**src/rtl/up_tpl_profile_regs.sv**
```systemverilog
// Multi-profile JESD TPL register bank: profile select/status, per-profile descriptors,
// and the datapath profile-switch handshake. Optional macro: JESD_TPL_SWITCH_TIMEOUT_EN.
module up_tpl_profile_regs #(
    parameter int NUM_PROFILES    = 4,
    parameter int SEL_W           = 4,
    parameter int DEFAULT_PROFILE = 0,
    parameter int TIMEOUT_CYCLES  = 1024
) (
    input  logic                       up_clk,
    input  logic                       up_rstn,
    input  logic                       up_wreq,
    input  logic [13:0]                up_waddr,
    input  logic [31:0]                up_wdata,
    output logic                       up_wack,
    input  logic                       up_rreq,
    input  logic [13:0]                up_raddr,
    output logic [31:0]                up_rdata,
    output logic                       up_rack,
    input  logic [NUM_PROFILES*48-1:0] profile_desc,
    output logic [SEL_W-1:0]           profile_sel,
    output logic [SEL_W-1:0]           profile_next,
    output logic                       profile_req,
    input  logic                       profile_ack
);

    localparam logic [SEL_W-1:0] DEF_SEL = SEL_W'(DEFAULT_PROFILE);

    typedef enum logic [1:0] {IDLE, REQ, RELEASE} state_t;
    state_t state, state_nxt;

    logic             wr_hit, rd_hit, wr_cntrl, wr_status;
    logic [SEL_W-1:0] wsel, cntrl_sel;
    logic             sel_invalid, busy, collision_ev, accept, start, ack_ev, timeout_ev;
    logic             st_invalid, st_collision, st_timeout;
    logic [31:0]      rd_val, status, sel_ext;
    logic [6:0]       rd_off, rd_poff;
    logic [3:0]       rd_p;
    logic [47:0]      rd_desc;

    assign wr_hit    = up_wreq && (up_waddr[13:7] == 7'h01);
    assign rd_hit    = up_rreq && (up_raddr[13:7] == 7'h01);
    assign wr_cntrl  = wr_hit && (up_waddr[6:0] == 7'h00);
    assign wr_status = wr_hit && (up_waddr[6:0] == 7'h01);
    assign wsel      = up_wdata[SEL_W-1:0];

    // Range check precedes the busy check, so an invalid value never counts as a collision
    assign sel_invalid  = wr_cntrl && ({{(32-SEL_W){1'b0}}, wsel} >= 32'(NUM_PROFILES));
    assign busy         = (state != IDLE);
    assign collision_ev = wr_cntrl && !sel_invalid && busy;
    assign accept       = wr_cntrl && !sel_invalid && !busy;
    assign start        = accept && (wsel != profile_sel);
    assign ack_ev       = (state == REQ) && profile_ack;
    assign profile_req  = (state == REQ);

`ifdef JESD_TPL_SWITCH_TIMEOUT_EN
    localparam int CNT_W = $clog2(TIMEOUT_CYCLES + 1);
    logic [CNT_W-1:0] to_cnt;

    always_ff @(posedge up_clk or negedge up_rstn) begin
        if (!up_rstn)
            to_cnt <= '0;
        else if (start)
            to_cnt <= '0;
        else if (state == REQ && !profile_ack)
            to_cnt <= to_cnt + 1'b1;
    end

    // Fires on the TIMEOUT_CYCLES-th cycle of REQ, so req is high for exactly that many cycles
    assign timeout_ev = (state == REQ) && !profile_ack && (to_cnt == CNT_W'(TIMEOUT_CYCLES - 1));
`else
    assign timeout_ev = 1'b0;
`endif

    always_comb begin
        state_nxt = state;
        case (state)
            IDLE:    if (start) state_nxt = REQ;
            REQ:     if (profile_ack || timeout_ev) state_nxt = RELEASE;
            RELEASE: if (!profile_ack) state_nxt = IDLE;
            default: state_nxt = IDLE;
        endcase
    end

    always_ff @(posedge up_clk or negedge up_rstn) begin
        if (!up_rstn)
            state <= IDLE;
        else
            state <= state_nxt;
    end

    always_ff @(posedge up_clk or negedge up_rstn) begin
        if (!up_rstn) begin
            profile_sel  <= DEF_SEL;
            profile_next <= DEF_SEL;
            cntrl_sel    <= DEF_SEL;
        end else begin
            if (ack_ev)
                profile_sel <= profile_next;
            if (start)
                profile_next <= wsel;
            else if (timeout_ev)
                profile_next <= profile_sel;
            if (accept)
                cntrl_sel <= wsel;
            else if (timeout_ev)
                cntrl_sel <= profile_sel;
        end
    end

    // Sticky status: set events override a same-cycle W1C
    always_ff @(posedge up_clk or negedge up_rstn) begin
        if (!up_rstn) begin
            st_invalid   <= 1'b0;
            st_collision <= 1'b0;
            st_timeout   <= 1'b0;
        end else begin
            st_invalid   <= (st_invalid   & ~(wr_status & up_wdata[17])) | sel_invalid;
            st_collision <= (st_collision & ~(wr_status & up_wdata[18])) | collision_ev;
            st_timeout   <= (st_timeout   & ~(wr_status & up_wdata[19])) | timeout_ev;
        end
    end

    assign sel_ext = 32'(profile_sel);
    assign status  = {12'h0, st_timeout, st_collision, st_invalid, busy,
                      4'h0, sel_ext[3:0], 4'h0, 4'(NUM_PROFILES - 1)};

    assign rd_off  = up_raddr[6:0];
    assign rd_poff = rd_off - 7'h10;
    assign rd_p    = rd_poff[5:2];

    always_comb begin
        rd_desc = '0;
        for (int i = 0; i < NUM_PROFILES; i++)
            if (rd_p == 4'(i))
                rd_desc = profile_desc[48*i +: 48];
    end

    always_comb begin
        rd_val = '0;
        if (rd_off == 7'h00)
            rd_val[SEL_W-1:0] = cntrl_sel;
        else if (rd_off == 7'h01)
            rd_val = status;
        else if (rd_off >= 7'h10 && rd_off < 7'h50) begin
            if (rd_poff[1:0] == 2'd0)
                rd_val = rd_desc[31:0];
            else if (rd_poff[1:0] == 2'd1)
                rd_val = {16'h0, rd_desc[47:32]};
        end
    end

    always_ff @(posedge up_clk or negedge up_rstn) begin
        if (!up_rstn) begin
            up_wack  <= 1'b0;
            up_rack  <= 1'b0;
            up_rdata <= '0;
        end else begin
            up_wack  <= wr_hit;
            up_rack  <= rd_hit;
            up_rdata <= rd_hit ? rd_val : 32'h0;
        end
    end

    logic unused_bits;
    assign unused_bits = ^{up_wdata, sel_ext, rd_poff[6]};

endmodule

```
**config.mk**
```make
export PLATFORM = sky130hd
export DESIGN_NAME = up_tpl_profile_regs
export DESIGN_NICKNAME = d
export VERILOG_FILES = /design/src/rtl/up_tpl_profile_regs.sv
export SDC_FILE = /design/constraint.sdc
export NUM_CORES = 1
export LEC_CHECK = 0
export BUFFER_PORTS_ARGS = -buffer_cell sky130_fd_sc_hd__buf_2
export CORE_AREA = 2 2 115 117
export CTS_CLUSTER_DIAMETER = 30
export DETAILED_ROUTE_END_ITERATION = 7
export DIE_AREA = 0 0 117 119
export HOLD_SLACK_MARGIN = 0.08
export PLACE_DENSITY = 0.72
export SYNTH_ARGS = -nofsm -noshare
export SYNTH_HDL_FRONTEND = slang
export SYNTH_SLANG_ARGS = --single-unit
export TNS_END_PERCENT = 30
```
**constraint.sdc**
```tcl
create_clock -name up_clk -period 1.8 [get_ports up_clk]
set_clock_uncertainty 0.2 [all_clocks]
set_input_delay 0.45 -clock up_clk [delete_from_list [all_inputs] [get_ports up_clk]]
set_output_delay 0.45 -clock up_clk [all_outputs]
set_load 0.02 [all_outputs]
```
==> flow_metrics.env, run 1 <==
export IMPL_path_max_fanout=3
export IMPL_grtUsageTotal_pct=18.5
export IMPL_worstSetupStartpoint="state[1]$_DFFE_PN0P_"
export IMPL_numClockSinks=51
export IMPL_grt_overflow=0
export IMPL_cpMostUsedCell="buf_6"
export IMPL_start_util_pct=27.6
export IMPL_synth_area_leaders="dfrtp_1 36%, mux4_2 10%, a211oi_1 8.4%"
export IMPL_h_tree_depth=2
export IMPL_antenna_found_initial=0
export IMPL_firstDrtPassIters=4
export IMPL_path_clk_slew_ps=70
export IMPL_hp_class="input port to flip-flop"
export IMPL_netlist_area_mm2=0.00356
export IMPL_synth_common_cells="51 x dfrtp_1, 40 x a211oi_1, 27 x mux2i_1, 27 x nor2b_1, 18 x nor2_1"
export IMPL_ant_nets=0
export IMPL_rsz0062_at_grt="yes"
export IMPL_avgViaCountPerCell=4.84
export IMPL_fill_cells=1219
export IMPL_numPortBuffers=274
export IMPL_yosysSeqAreaShare_pct=35.9
export IMPL_gp_congestion=0.828
export IMPL_hold_viol=0
export IMPL_synthCells=349
export IMPL_slowest_delay_ps=400
export IMPL_num_rows=42
export IMPL_die_w_um=117
export IMPL_clk_path_buf_depth=2
export IMPL_power_density_mw_per_mm2=533
export IMPL_place_hpwl_mm=11.1
export IMPL_stdcell_area_mm2=0.00582
export IMPL_drtIter0Drc=167
export IMPL_num_vias=4058
export IMPL_yosysWarnings=0
export IMPL_worstPathCellList="buf_6, nand2b_4, inv_2, buf_6"
export IMPL_cp_slowest_cell="dfrtp_1"
export IMPL_dieArea_mm2=0.0139
export IMPL_final_min_period_over_clock_period_pct=98.1
export IMPL_cts_tree="yes"
export IMPL_worstMarginPinSlew_ps=384
export IMPL_post_cts_buffers=0
export IMPL_drc=0
export IMPL_postSynthAreaPerCell_um2=10.2
export IMPL_fmax_mhz=566
export IMPL_cts_buffers=5
export IMPL_synth_top_area_share_pct=35.9
export IMPL_worstPathRequired_ps=1150
export IMPL_synth_edf_count=0
export IMPL_irDropWorstVdd_v=0.000337
export IMPL_place_inst=830
export IMPL_finalWirelength_mm=13.5
export IMPL_start_kind="flip-flop"
export IMPL_cp_data_arrival_time_ps=1120
export IMPL_synthDistinctLibCells=46
export IMPL_setup_viol=0
export IMPL_maxCapViolCount=0
export IMPL_wl_per_cell_um=16.0
export IMPL_core_mm2=0.0129
export IMPL_async_flop_share_pct=100
export IMPL_grt_pass1_vias=4049
export IMPL_total_power_mw=3.11
export IMPL_yosysMostFrequentCell="dfrtp_1"
export IMPL_die_y_um=119
export IMPL_drive_gt1_share_pct=58.8
export IMPL_relSlewSlack_pct=74.4
export IMPL_hold_start="up_wdata[19]"
export IMPL_final_cell_count_no_fill=839
export IMPL_critPathKind="flip-flop to primary output"
export IMPL_num_io_pins=300
export IMPL_place_area_mm2=0.00557
export IMPL_grt_pass1_wl_mm=19.7
export IMPL_yosysTopAreaCell="dfrtp_1"
export IMPL_status="completed"
export IMPL_end_kind="primary output"
export IMPL_fin_nets=919
export IMPL_synthFlopType="dfrtp_1"
export IMPL_clockRootBuffer="clkbuf_16"
export IMPL_power_leakage_nw=3.03
export IMPL_synth_seq_cells=51
export IMPL_area_growth_pct=63.5
export IMPL_drv_slew=0
export IMPL_synthesis_nets=606
export IMPL_clk_latency_ps=290
export IMPL_n_antenna_cell=0
export IMPL_grt_max_degree=52
export IMPL_rr_startpoint="state[1]$_DFFE_PN0P_"
export IMPL_fin_crit_ps=1770
[cell type report]
type	instances	area, um2	share of cell area, %
Timing Repair Buffer	334	1910	32.8
Multi-Input combinational cell	262	2190	37.6
Sequential cell	51	1280	21.9
Clock buffer	5	125	2.15
Tap cell	176	220	3.78
Inverter	8	30.0	0.516
Clock inverter	3	67.6	1.16
[critical path, delay by kind of cell (launching register included)]
| kind | cells | cell delay, ps |
|---|---|---|
| DFF | 1 | 400 |
| and+or+nand+nor | 1 | 130 |
| buffers and inverters | 3 | 290 |
[worst paths after layout]
kind	end	slack [ps]	depth (start not counted)
worst max register to register	profile_next[1]$_DFFE_PN0P_	50	5
worst min register to register	cntrl_sel[2]$_DFFE_PN0P_	300	1
worst max-delay path	profile_req	30	4
worst min-delay path	st_timeout$_DFF_PN0_	140	2
min in group asynchronous	profile_sel[2]$_DFFE_PN0P_	460	3
max in group asynchronous	up_rdata[30]$_DFF_PN0_	670	3
[layout by cell type, fill, tap and decap left out, types with 3 or more instances in the layout]
| cell | instances |
|---|---|
| o21ai_0 | 14 |
| a22oi_1 | 16 |
| xnor2_1 | 4 |
| and3b_1 | 3 |
| nor3_1 | 5 |
| clkbuf_16 | 5 |
| nand2_1 | 13 |
| buf_4 | 53 |
| buf_2 | 272 |
| and2_1 | 7 |
| a211oi_1 | 33 |
| nand2b_1 | 5 |
| nor2b_1 | 26 |
| mux2_2 | 6 |
| buf_12 | 6 |
| mux2i_1 | 27 |
| nor2_1 | 17 |
| and3_1 | 3 |
| nand3b_1 | 3 |
| a211oi_2 | 7 |
| a21oi_1 | 17 |
| nand3_1 | 4 |
| inv_1 | 7 |
| a32oi_1 | 3 |
| dfrtp_1 | 51 |
| mux4_2 | 16 |
[metrics by stage]
step           hold slack (ps)  worst slack (ps)  utilization (%)  setup TNS, ps
2_1_floorplan            -45.6              -156                -           -894
3_3_place_gp               265              -268             43.3          -6510
3_5_place_dp               265              -276             43.3          -7060
4_1_cts                    131             -6.78             45.0          -12.9
5_1_grt                    146             -4.35             45.2          -5.45
6_report                   142              33.4             45.2              0
[report_power, final]
group	switching (mW)	internal [mW]
registers	0.000119	1.15
logic	0.310	0.416
clock network	0.438	0.797
[sequential cells by signal (all words and copies together), names as in the netlist]
name,cells
st_collision,1
cntrl_sel,4
profile_next,4
up_rdata,32
up_rack,1
st_invalid,1
up_wack,1
state,2
profile_sel,4
st_timeout,1
[per-layer routing]
metal	GRT usage (%)	up-vias	wire [um]
li1	-	1949	-
met1	21.2	1904	5210
met2	34.4	186	6970
met3	3.92	19	1050
met4	4.85	0	242
met5	0	-	0
[cell families (layout without fill, tap and decap cells)]
family / Yosys count / after routing / share of synthesized area [%]
simple gates: 105 / 105 / 17.5
compound gates: 102 / 102 / 19.9
mux: 51 / 51 / 20.5
flops: 51 / 51 / 35.9
buf+inv: 36 / 350 / 5.24
xor+xnor: 4 / 4 / 0.984
[what timing repair did]
| item | 4_1_cts | 5_1_grt |
|---|---|---|
| gates resized for setup | 5 | 7 |
| pin swaps | 2 | 1 |
| hold endpoints to repair | 51 | 0 |
| endpoints found under the setup margin | 3 | 18 |
| hold buffers | 1 | 0 |
No activity file was read; power rests on OpenSTA's default activity.
==> run 2: changes to the inputs <==
--- a/constraint.sdc
+++ b/constraint.sdc
@@ -3,3 +3,3 @@
 set_input_delay 0.45 -clock up_clk [delete_from_list [all_inputs] [get_ports up_clk]]
 set_output_delay 0.45 -clock up_clk [all_outputs]
-set_load 0.02 [all_outputs]
+set_load 0.05 [all_outputs]
==> flow_metrics.env, run 2 (synthesized netlist as in run 1, its figures left out) <==
export IMPL_status="completed"
export IMPL_worst_slack_ps=3.40
export IMPL_final_min_period_over_clock_period_pct=99.8
export IMPL_clk_latency_ps=300
export IMPL_rsz0062_at_grt="yes"
export IMPL_grt_max_degree=52
export IMPL_h_tree_depth=2
export IMPL_hold_viol=0
export IMPL_final_common_cell="buf_2"
export IMPL_n_antenna_cell=0
export IMPL_grt_pass1_wl_mm=19.7
export IMPL_grt_pass1_vias=4044
export IMPL_clockRootBuffer="clkbuf_16"
export IMPL_place_ws_ps=-282
export IMPL_worstRegToRegCells=5
export IMPL_avgViaCountPerCell=4.81
export IMPL_drive_gt1_share_pct=58.9
export IMPL_num_vias=4030
export IMPL_power_density_mw_per_mm2=533
export IMPL_final_cell_mix="272 x buf_2, 52 x buf_4, 51 x dfrtp_1, 34 x a211oi_1, 27 x mux2i_1"
export IMPL_numClockSinks=51
export IMPL_min_to="st_timeout$_DFF_PN0_"
export IMPL_hold_slack_ps=143
export IMPL_firstDrtPassIters=4
export IMPL_worstMarginPinSlew_ps=323
export IMPL_total_power_mw=3.10
export IMPL_start_util_pct=27.6
export IMPL_power_leakage_nw=3.02
export IMPL_relSlewSlack_pct=78.3
export IMPL_path_delay_family="flip-flops"
export IMPL_cts_buffers=5
export IMPL_fin_crit_ps=1800
export IMPL_worstPathRequired_ps=1150
export IMPL_clk_path_buf_depth=2
export IMPL_hold_path_depth=2
export IMPL_fill_cells=1267
export IMPL_utilization_pct=45.1
export IMPL_critPathKind="flip-flop to primary output"
export IMPL_grtUsageTotal_pct=18.6
export IMPL_largest_register_ff_count=32
export IMPL_wl_per_cell_um=16.1
export IMPL_ant_nets=0
export IMPL_cts_tree="yes"
export IMPL_fin_nets=917
export IMPL_drc=0
export IMPL_antenna_found_initial=0
export IMPL_start_kind="flip-flop"
export IMPL_dieArea_mm2=0.0139
export IMPL_hold_start="up_wdata[19]"
export IMPL_worstPathCellList="buf_6, nand2b_4, inv_4, buf_8"
export IMPL_area_growth_pct=63.2
export IMPL_cp_buffers_inverters=3
export IMPL_drtIter0Drc=161
export IMPL_die_w_um=117
export IMPL_rrSetupSlack_ps=60
export IMPL_slowest_delay_ps=390
export IMPL_core_mm2=0.0129
export IMPL_drv_slew=0
export IMPL_num_io_pins=300
export IMPL_end_kind="primary output"
export IMPL_grt_overflow=0
export IMPL_path_max_fanout=2
export IMPL_rr_startpoint="state[1]$_DFFE_PN0P_"
export IMPL_hp_class="input port to flip-flop"
export IMPL_regMostFlops="up_rdata"
export IMPL_cp_slowest_cell="dfrtp_1"
export IMPL_place_hpwl_mm=11.2
export IMPL_maxCapViolCount=0
export IMPL_die_y_um=119
export IMPL_path_clk_slew_ps=70
export IMPL_cp_data_arrival_time_ps=1150
export IMPL_gp_congestion=0.828
export IMPL_irDropWorstVdd_v=0.000410
export IMPL_numPortBuffers=274
export IMPL_num_rows=42
export IMPL_setup_viol=0
export IMPL_fmax_mhz=557
export IMPL_reg2reg_to="profile_next[0]$_DFFE_PN0P_"
export IMPL_finalWirelength_mm=13.4
-- run 2: what timing repair did --
| action | CTS | global route |
|---|---|---|
| buffers inserted | 2 | 0 |
| endpoints found under the setup margin | 3 | 10 |
| hold endpoints to repair | 51 | 0 |
| gates resized for setup | 8 | 7 |
| cloned | 0 | 0 |
| pin swaps | 1 | 0 |
| hold buffers | 1 | 0 |
-- run 2: final cells by class --
class,instances,area (um2),area share [%]
Inverter,8,32.5,0.560
Clock buffer,5,125,2.15
Tap cell,176,220,3.79
Sequential cell,51,1280,22.0
Clock inverter,3,67.6,1.16
Timing Repair Buffer,332,1890,32.5
Multi-Input combinational cell,262,2200,37.9
-- run 2: worst max-delay path by stage --
stage / from / to / slack, ps / cells past startpoint
after floorplan: up_waddr[8] / profile_next[0]$_DFFE_PN0P_ / -160 / 6
after global placement: up_waddr[8] / profile_next[1]$_DFFE_PN0P_ / -270 / 6
after detailed placement: up_waddr[8] / profile_next[0]$_DFFE_PN0P_ / -280 / 6
after CTS: state[1]$_DFFE_PN0P_ / profile_req / -10 / 4
after global routing: state[1]$_DFFE_PN0P_ / profile_req / -30 / 4
final: state[1]$_DFFE_PN0P_ / profile_req / 3 / 4
-- run 2: routing by layer --
layer,GRT usage (%),share of wire [%],wire [um],vias to the layer above
met2,34.9,52,6990,182
li1,-,-,-,1936
met1,20.4,39,5180,1896
met5,0,0,0,-
met3,4.38,7.8,1050,16
met4,5.37,1.6,214,0
-- run 2: report_power, final --
group	total [mW]	switching [mW]	leakage (nW)	internal [mW]
Clock	1.24	0.440	0.0900	0.797
Sequential	1.15	0.000113	0.697	1.15
Combinational	0.716	0.308	2.23	0.408
Total	3.10	0.748	3.02	2.35
-- run 2: stage by stage --
step	cell area, um2	instances	TNS (ps)
after floorplan	3620	349	-895
after global placement	5530	826	-6420
after detailed placement	5530	826	-7220
after CTS	5770	837	-13.5
after global routing	5810	837	-34.7
final	5810	837	0
==> run 3: changes to the inputs <==
- clock period: 1.8 -> 1.5 ns (I/O delays scaled with it)
==> flow_metrics.env, run 3 (synthesized netlist as in run 1, its figures left out) <==
export IMPL_grt_pass1_wl_mm=20.8
export IMPL_numPortBuffers=274
export IMPL_fill_cells=1218
export IMPL_grtUsageTotal_pct=19.4
export IMPL_gp_congestion=0.829
export IMPL_hold_slack_ps=134
export IMPL_cts_tree="yes"
export IMPL_antenna_found_initial=0
export IMPL_wl_per_cell_um=16.7
export IMPL_path_delay_family="simple AND/OR/NAND/NOR gates"
export IMPL_fin_crit_ps=1740
export IMPL_clk_path_buf_depth=2
export IMPL_die_y_um=119
export IMPL_avgViaCountPerCell=4.89
export IMPL_die_w_um=117
export IMPL_rrSetupSlack_ps=-240
export IMPL_drtIter0Drc=153
export IMPL_rsz0062_at_grt="yes"
export IMPL_critPathKind="flip-flop to flip-flop"
export IMPL_worst_slack_ps=-237
export IMPL_largest_register_ff_count=32
export IMPL_path_max_fanout=5
export IMPL_maxCapViolCount=0
export IMPL_power_density_mw_per_mm2=552
export IMPL_final_cell_count_no_fill=859
export IMPL_dieArea_mm2=0.0139
export IMPL_min_to="state[0]$_DFFE_PN0P_"
export IMPL_utilization_pct=49.2
export IMPL_status="finished, violations left"
export IMPL_fin_nets=939
export IMPL_relSlewSlack_pct=75.3
export IMPL_cp_slowest_cell="dfrtp_1"
export IMPL_slowest_delay_ps=380
export IMPL_reg2reg_to="profile_next[1]$_DFFE_PN0P_"
export IMPL_cp_data_arrival_time_ps=1720
export IMPL_hold_viol=0
export IMPL_grt_overflow=0
export IMPL_finalWirelength_mm=14.3
export IMPL_area_growth_pct=77.9
export IMPL_num_rows=42
export IMPL_drc=0
export IMPL_irDropWorstVdd_v=0.000419
export IMPL_regMostFlops="up_rdata"
export IMPL_worstRegToRegCells=5
export IMPL_hold_path_depth=2
export IMPL_worstPathCellList="or2_4, nor3_4, nand2_4, a41o_4, mux2_4"
export IMPL_numClockSinks=51
export IMPL_grt_pass1_vias=4326
export IMPL_core_mm2=0.0129
export IMPL_drive_gt1_share_pct=65.6
export IMPL_ant_nets=0
export IMPL_clockRootBuffer="clkbuf_16"
export IMPL_worstPathRequired_ps=1480
export IMPL_h_tree_depth=2
export IMPL_rr_startpoint="state[0]$_DFFE_PN0P_"
export IMPL_num_io_pins=300
export IMPL_place_hpwl_mm=11.3
export IMPL_final_cell_mix="257 x buf_2, 61 x buf_4, 51 x dfrtp_1, 26 x mux2i_1, 26 x nor2b_1"
export IMPL_fmax_mhz=576
export IMPL_hp_class="input port to flip-flop"
export IMPL_final_common_cell="buf_2"
export IMPL_path_clk_slew_ps=70
export IMPL_power_leakage_nw=3.17
export IMPL_cp_buffers_inverters=0
export IMPL_n_antenna_cell=0
export IMPL_clk_latency_ps=290
export IMPL_grt_max_degree=52
export IMPL_num_vias=4197
export IMPL_violations="negative setup slack"
export IMPL_hold_start="profile_ack"
export IMPL_end_kind="flip-flop"
export IMPL_firstDrtPassIters=4
export IMPL_start_kind="flip-flop"
export IMPL_start_util_pct=27.6
export IMPL_worstMarginPinSlew_ps=367
export IMPL_setup_viol=40
export IMPL_place_inst=839
export IMPL_drv_slew=0
export IMPL_cp_depth=5
export IMPL_final_min_period_over_clock_period_pct=116
export IMPL_cts_buffers=5
-- run 3: worst max-delay path by stage --
stage	endpoint	start	slack (ps)
finish	profile_next[1]$_DFFE_PN0P_	state[0]$_DFFE_PN0P_	-240
global route	profile_next[1]$_DFFE_PN0P_	state[0]$_DFFE_PN0P_	-280
CTS	profile_next[1]$_DFFE_PN0P_	state[0]$_DFFE_PN0P_	-240
detailed placement	profile_next[1]$_DFFE_PN0P_	up_waddr[12]	-520
global placement	profile_next[1]$_DFFE_PN0P_	up_waddr[1]	-490
floorplan	profile_next[0]$_DFFE_PN0P_	up_waddr[8]	-380
-- run 3: worst reg2reg max path, delay by kind of cell, from the launching register on --
kind | cells | cell delay, ps
multiplexers | 1 | 300
AO/OA/AOI/OAI | 1 | 270
flip-flops | 1 | 380
AND/OR/NAND/NOR | 3 | 470
-- run 3: metal layers --
layer  up-vias  share of wire (%)  track usage (%)
met3        14                6.9             3.72
met5         -                  0                0
met2       174                 53             37.4
li1       1986                  -                -
met1      2023                 39             21.6
met4         0                1.3             4.34
-- run 3: per-stage QoR --
| step | cell area [um2] | power (mW) | setup TNS, ps | setup WS [ps] |
|---|---|---|---|---|
| after CTS | 6170 | 3.52 | -3470 | -235 |
| after floorplan | 3650 | 1.76 | -9380 | -381 |
| after detailed placement | 5660 | 2.28 | -17080 | -516 |
| final | 6330 | 3.50 | -3440 | -237 |
| after global routing | 6330 | 3.68 | -5460 | -282 |
| after global placement | 5660 | 2.27 | -15940 | -492 |
-- run 3: area by class of cell --
| type | count | area, um2 | share of cell area (%) |
|---|---|---|---|
| clock inverter | 2 | 17.5 | 0.277 |
| inverter | 8 | 32.5 | 0.514 |
| multi-input combinational | 262 | 2410 | 38.0 |
| clock buffer | 6 | 129 | 2.04 |
| sequential | 51 | 1280 | 20.2 |
| tap | 176 | 220 | 3.48 |
| timing repair buffer | 354 | 2250 | 35.5 |
-- run 3: where the power goes --
part           leakage (nW)  switching (mW)  internal [mW]
registers             0.697        0.000172           1.37
logic                  2.40           0.429          0.562
clock network        0.0710           0.506          0.625
total                  3.17           0.935           2.56
-- run 3: repair_timing --
action                     4_1_cts  5_1_grt
gates resized for setup         62       41
cloned                           2        1
setup endpoints to repair       54       58
buffers inserted                 4        4
hold endpoints to repair        52        0
pin swaps                       12        7
hold buffers                     2        0
